File: config.mk
export PLATFORM = sky130hd
export DESIGN_NAME = wb_stage
export DESIGN_NICKNAME = d
export VERILOG_FILES = /design/src/rtl/wb_stage.sv
export SDC_FILE = /design/constraint.sdc
export NUM_CORES = 1
export LEC_CHECK = 0
export CAP_MARGIN = 20
export CORE_MARGIN = 2
export CORE_UTILIZATION = 27
export CTS_CLUSTER_DIAMETER = 120
export DETAILED_ROUTE_END_ITERATION = 16
export PLACE_DENSITY_LB_ADDON = 0.25
export SYNTH_ARGS = -nofsm -noshare
export SYNTH_HDL_FRONTEND = slang
export SYNTH_SLANG_ARGS = --single-unit
File: constraint.sdc
create_clock -name clk -period 1.7 [get_ports clk]
set_input_delay 0.51 -clock clk [delete_from_list [all_inputs] [get_ports clk]]
set_output_delay 0.51 -clock clk [all_outputs]
set_load 0.005 [all_outputs]
File: src/rtl/wb_stage.sv
`default_nettype none
// ============================================================================
// Module      : wb_stage
// Description : Write-back stage holding up to two entries in a skid buffer
//               (head register drives out_*, skid register absorbs one extra
//               entry). in_ready depends only on registered occupancy.
//               Optional macro WB_STAGE_FORWARD_EN adds fwd_* outputs that
//               present the youngest held entry with we=1.
// Revision    : 1.0 - initial release
// ============================================================================
module wb_stage #(
    parameter int DATA_W = 18,
    parameter int RD_W   = 4
) (
    input  logic              clk,
    input  logic              rst,
    input  logic              in_valid,
    output logic              in_ready,
    input  logic [DATA_W-1:0] in_data,
    input  logic [RD_W-1:0]   in_rd,
    input  logic              in_we,
    input  logic              flush,
    output logic              out_valid,
    input  logic              out_ready,
    output logic [DATA_W-1:0] out_data,
    output logic [RD_W-1:0]   out_rd,
    output logic              out_we
`ifdef WB_STAGE_FORWARD_EN
    ,
    output logic              fwd_valid,
    output logic [RD_W-1:0]   fwd_rd,
    output logic [DATA_W-1:0] fwd_data
`endif
);

    typedef enum logic [1:0] {
        ST_EMPTY = 2'd0,
        ST_ONE   = 2'd1,
        ST_TWO   = 2'd2
    } state_t;

    state_t              state_q,     state_d;
    logic [DATA_W-1:0]   head_data_q, head_data_d;
    logic [RD_W-1:0]     head_rd_q,   head_rd_d;
    logic                head_we_q,   head_we_d;
    logic [DATA_W-1:0]   skid_data_q, skid_data_d;
    logic [RD_W-1:0]     skid_rd_q,   skid_rd_d;
    logic                skid_we_q,   skid_we_d;

    logic                w_push;
    logic                w_pop;

    // Handshake flags come straight from registered state, so in_ready has
    // no path from out_ready.
    assign in_ready  = (state_q != ST_TWO);
    assign out_valid = (state_q != ST_EMPTY);
    assign out_data  = head_data_q;
    assign out_rd    = head_rd_q;
    assign out_we    = head_we_q;
    assign w_push    = in_valid && in_ready;
    assign w_pop     = out_valid && out_ready;

    // Next-state and data movement; flush wins over any same-cycle transfer.
    always_comb begin
        state_d     = state_q;
        head_data_d = head_data_q;
        head_rd_d   = head_rd_q;
        head_we_d   = head_we_q;
        skid_data_d = skid_data_q;
        skid_rd_d   = skid_rd_q;
        skid_we_d   = skid_we_q;

        if (flush) begin
            state_d     = ST_EMPTY;
            head_data_d = '0;
            head_rd_d   = '0;
            head_we_d   = 1'b0;
            skid_data_d = '0;
            skid_rd_d   = '0;
            skid_we_d   = 1'b0;
        end else begin
            case (state_q)
                ST_EMPTY: begin
                    if (w_push) begin
                        head_data_d = in_data;
                        head_rd_d   = in_rd;
                        head_we_d   = in_we;
                        state_d     = ST_ONE;
                    end
                end
                ST_ONE: begin
                    if (w_push && w_pop) begin
                        // Head leaves and the new entry replaces it directly.
                        head_data_d = in_data;
                        head_rd_d   = in_rd;
                        head_we_d   = in_we;
                    end else if (w_push) begin
                        skid_data_d = in_data;
                        skid_rd_d   = in_rd;
                        skid_we_d   = in_we;
                        state_d     = ST_TWO;
                    end else if (w_pop) begin
                        state_d     = ST_EMPTY;
                    end
                end
                ST_TWO: begin
                    if (w_pop) begin
                        head_data_d = skid_data_q;
                        head_rd_d   = skid_rd_q;
                        head_we_d   = skid_we_q;
                        state_d     = ST_ONE;
                    end
                end
                default: begin
                    state_d = ST_EMPTY;
                end
            endcase
        end
    end

    // State and data registers with synchronous reset.
    always_ff @(posedge clk) begin
        if (rst) begin
            state_q     <= ST_EMPTY;
            head_data_q <= '0;
            head_rd_q   <= '0;
            head_we_q   <= 1'b0;
            skid_data_q <= '0;
            skid_rd_q   <= '0;
            skid_we_q   <= 1'b0;
        end else begin
            state_q     <= state_d;
            head_data_q <= head_data_d;
            head_rd_q   <= head_rd_d;
            head_we_q   <= head_we_d;
            skid_data_q <= skid_data_d;
            skid_rd_q   <= skid_rd_d;
            skid_we_q   <= skid_we_d;
        end
    end

`ifdef WB_STAGE_FORWARD_EN
    // Forward the youngest writing entry: skid is younger than head.
    always_comb begin
        fwd_valid = 1'b0;
        fwd_rd    = '0;
        fwd_data  = '0;
        if ((state_q == ST_TWO) && skid_we_q) begin
            fwd_valid = 1'b1;
            fwd_rd    = skid_rd_q;
            fwd_data  = skid_data_q;
        end else if ((state_q != ST_EMPTY) && head_we_q) begin
            fwd_valid = 1'b1;
            fwd_rd    = head_rd_q;
            fwd_data  = head_data_q;
        end
    end
`endif

endmodule
`default_nettype wire

---- Yosys cells after proc, flatten, opt, wreduce, memory -nomap -nowiden ----
Cells that the tools add are included.
storage, ports and cells
  flip-flop bits (word level) ............. 48
  input bits .............................. 28
  output and inout port bits .............. 25
  word-level logic and storage cells ...... 44
cells by class
  equal/unequal tests ..................... 8
  multiplexer cells ....................... 18
  bitwise operators ....................... 1
  reductions and logical operators ........ 10
operator list
  operator            count
  $mux 18             3
  $pmux 18 s3         1
  $mux 4              3
  $pmux 4 s3          1
  $mux 2              5
  $ne 2x2->1 const B  5
  $reduce_and 4->1    2
  $pmux 2 s3          1
  $logic_and 1x1->1   3
  $mux 1              3
  $ne 3x3->1 const B  1
  $pmux 1 s3          1
  $reduce_and 3->1    1
  $reduce_bool 3->1   1
  $eq 2x1->1 const B  1
  $eq 2x2->1 const B  1
  $logic_not 2->1     1
  $reduce_bool 2->1   1
  $reduce_or 2->1     1
  $not 1->1           1

---- Logic depth before layout (Yosys ltp) ----
  depth in word-level cells ............... 6
  depth in mapped cells ................... 5
  gate-level depth less buffers ........... 3

---- Worst setup path before layout ----
Ideal clock, no wire load.
  path kind ............................... in2reg
  start point ............................. in in_valid
  end point ............................... reg head_data_q[13], in the netlist out_data[13]
  setup time .............................. 146 ps
  arrival ................................. 1256 ps
  data required time ...................... 1554 ps
  path slack .............................. 298 ps
  stages on the path ...................... 5
  buffers on the path ..................... 2
  cells stage by stage .................... nor2b_1 buf_2 buf_2 a211oi_1 a211oi_2
between the ends
  longest elaborated chain between the ends .. 4
  elaborated cells on any way between the ends .. 5
  classes of those cells .................. eq/ne: 2; reduce/logical: 3
ends and longest elaborated chain
  what                            RTL line  text
  from (decl)                     17        input logic in_valid,
  $logic_and 1x1->1 (*)           60        assign w_push = in_valid && in_ready;
  $logic_and 1x1->1               92        if (w_push && w_pop) begin
  $ne 2x2->1 (no line)            -
  $reduce_and 4->1 (no line) (*)  -
  to (signal assigned)            133       head_data_q <= head_data_d;
  to (decl)                       43        logic [DATA_W-1:0] head_data_q, head_data_d;
Every way passes the cells marked *; elsewhere a longest branch is shown, timed or not.
A chain may end at the register's enable or synchronous reset.

---- Worst setup path in the final report ----
  start point ............................. reg head_data_q[9], in the netlist out_data[9]
  end point ............................... out out_data[9]
RTL lines
  what       RTL line  text
  to (decl)  25        output logic [DATA_W-1:0] out_data,
No word-level cell between the ends.

==> key figures <==
Clock tree
  – Post-CTS Hold Buffers: 0
  – CTS buffer count: 5
  – Reg clk slew, reported paths: 0.08 ns
  – CTS tree: done
  – CTS root buffer: clkbuf_8
  – Clock Path Buffers: 2
  – Clk Latency, worst-skew pair: 0.30 ns
  – H-tree levels: 2
  – Clock Sinks: 48

Power
  – Max VDD drop: 253.2 uV
  – Leak Pwr: 0.001256 uW
  – Total power: 2234 uW
  – Clock share of power: 0.312
  – Switching share of total power: 0.2429
  – Sequential cell fraction of total power: 0.528
  – PD cells: ~720 mW/mm2
  – Comb power frac: 0.160
  – Pint: 1691 uW
  – Sw power: approximately 540 uW

Setup path
  – R2R depth: 5
  – Critical Path AT: 1.16 ns
  – Worst r2r src: state_q[1]
  – Critical Path Start: out_data[9]
  – Crit path buf inv count: 1
  – Critical path's slowest cell: clkdlybuf4s50_1
  – Req. time, crit path: 1.19 ns
  – CP delay by family, top: buffers and inverters
  – Largest stage delay on the critical path: between 0.5 and 0.6 ns
  – CP endpoint kind: primary output
  – Crit-path cells: clkdlybuf4s50_1
  – Crit path kind: reg -> out
  – CP Max Fanout: 2
  – Reg2reg end: out_data[14]
  – CP Depth: 1
  – Startpoint Class: flop
  – Reg-to-reg slack, setup: 0.24 ns
  – Crit path capture: out_data[9]

Synth
  – Syn Nets: 255
  – Cells after synthesis: around 230
  – Unique masters post-synth: 23
  – Sequential share of the synthesized area: 0.4371
  – Synthesized area: 0.002198 mm2
  – Post-Syn Area per Cell: 9.684 um2
  – Ys Warns: 0
  – Yosys reg bits: 48

Route
  – Via density: 4.766
  – Drt total wl: 5635 um
  – DRT antenna net count: 0
  – Iter 0 DRT Violations: 47
  – Vias: 1830
  – DR WL/cell: 14.67 um
  – TritonRoute pass-1 iters: 4
  – Remaining DRCs: 0

Timing
  – Crit path time final: 1.670 ns
  – FMAX: between 0.5 and 0.6 GHz
  – Worst Max-Slew Pin Slew: 0.4254 ns
  – Setup violations, final: 0
  – Final Hold Fails: 0
  – Setup tns final: 0 ns
  – Tcrit/Tclk final: 0.9823
  – Max-slew violations: 0
  – Relative slew slack: 0.7164
  – Clk_skew: 0.003511 ns

Layout
  – Area Growth Syn to Fin: 41.38%
  – Flip-flop and latch area: 985.9 um2
  – Ant. Diodes: 0
  – Util after Layout: 0.3981
  – Nets: roughly 300
  – Multi-input logic area: 0.001176 mm2
  – Ratio of cells with drive above 1 in the final layout: 0.2872
  – Fillers: 785
  – Design area: 0.003108 mm2

Floorplanning
  – Die height: ~94 um
  – Initial Util: 0.2816
  – Core box area: 0.007807 mm2
  – Die ar.: about 0.0089 mm2
  – FP Rows: 32
  – IO Count: 53
  – Die width: 94.24 um

Place
  – GPL Wtd Cong: slightly above 0.7
  – Post-DP HPWL: 3732 um
  – IO buf count: 52
  – DP Area: slightly below 0.003 mm2

Global route
  – Vias in the first global route: roughly 1.7k
  – Largest net degree at the start of global routing: 25
  – GRT Util Overall: 0.1300
  – Grt ovf: 0
  – Antenna violations before repair: 0
  – First-pass GRT wire length: 8921 um

Min path
  – Worst Hold Class: reg -> reg

Run status
  – Status: completed

Flow run
  – Max cap viols: 0
state kept, by name (all words and copies together) (netlist names):
register	count
out_data	18
out_rd	4
out_we	1
skid_data_q	18
skid_rd_q	4
skid_we_q	1
state_q	2
how the worst min path moves through the flow:
stage | slack, ns | cells after the start | startpoint | endpoint
6_report | 0.45 | 2 | skid_data_q[5] | skid_data_q[5]
3_3_place_gp | 0.44 | 2 | skid_data_q[8] | skid_data_q[8]
5_1_grt | 0.48 | 2 | skid_data_q[7] | skid_data_q[7]
4_1_cts | 0.46 | 2 | skid_data_q[11] | skid_data_q[11]
2_1_floorplan | 0.44 | 2 | skid_data_q[0] | skid_data_q[0]
3_5_place_dp | 0.44 | 2 | skid_data_q[11] | skid_data_q[11]
cell usage in the layout, fill, tap and decap left out, types with 2 or more instances in the layout:
master and instances:
nand2_1 47, clkdlybuf4s50_1 45, dfxtp_1 30, a211oi_2 29, a21oi_1 24, mux2i_1 23, a211oi_1 17, dfxtp_2 17
buf_4 12, clkbuf_8 6, dlymetal6s2s_1 5, buf_12 5, or2_2 2, nand2b_4 2, a21o_4 2, clkbuf_1 2
area by class of cell:
type / count / area share
clock buffers: 8 / 0.02899
well taps: 102 / 0.04106
multi-input cells: 156 / 0.3784
flip-flops and latches: 48 / 0.3172
repair buffers: 70 / 0.2343
power by group through the flow:
stage / clock [uW] / combinational (uW) / sequential, uW
floorplan: 0 / 165 / 1200
global placement: 0 / 341 / 1200
detailed placement: 0 / 343 / 1200
CTS: 718 / 351 / 1180
global route: 764 / 386 / 1180
finish: 697 / 358 / 1180
cells in the mapped netlist, drive strengths merged:
| master | instances | share of area |
|---|---|---|
| nand4bb | 1 | 0.0051 |
| nor2 | 1 | 0.0017 |
| nand2 | 47 | 0.080 |
| and4bb | 1 | 0.0057 |
| o21a | 1 | 0.0034 |
| mux2i | 23 | 0.10 |
| nand2b | 2 | 0.0057 |
| dfxtp | 48 | 0.44 |
| o21bai | 1 | 0.0034 |
| or2 | 2 | 0.0057 |
| and3b | 1 | 0.0040 |
| or3b | 1 | 0.0040 |
| buf | 17 | 0.054 |
| a21o | 2 | 0.010 |
| a211oi | 46 | 0.20 |
| a21oi | 24 | 0.055 |
| nor2b | 1 | 0.0028 |
| clkbuf | 7 | 0.012 |
| and2 | 1 | 0.0028 |
per-layer routing:
layer | global-route usage | vias to the layer above | routed length, um
met4 | 0.03623 | 0 | 86
met3 | 0.03371 | 8 | 293
li1 | - | 921 | -
met2 | 0.1970 | 49 | 2482
met1 | 0.1819 | 852 | 2772
met5 | 0 | - | 0
what timing repair did:
action / 4_1_cts / 5_1_grt
endpoints found under the setup margin: 25 / 44
pin swaps: 1 / 0
gates cloned: 1 / 0
resized for setup: 6 / 38
setup buffers: 1 / 0
stage by stage:
stage,std cells,worst slack (ns),hold WS [ns]
5_1_grt,384,-0.005458,0.4762
3_5_place_dp,374,-0.3745,0.4444
4_1_cts,384,-0.01038,0.4563
6_report,384,0.03006,0.4533
3_3_place_gp,374,-0.3415,0.4397
2_1_floorplan,227,0.2979,0.4357
cell families (layout without fill, tap and decap cells):
family	count (synthesis)	count (layout)	synth area share
DFF	48	48	0.4371
buffers and inverters	24	78	0.06602
and+or+nand+nor	58	58	0.1178
AOI/OAI and AO/OA	74	75	0.2743
muxes	23	23	0.1047
Power figures use the tool's default switching activity.
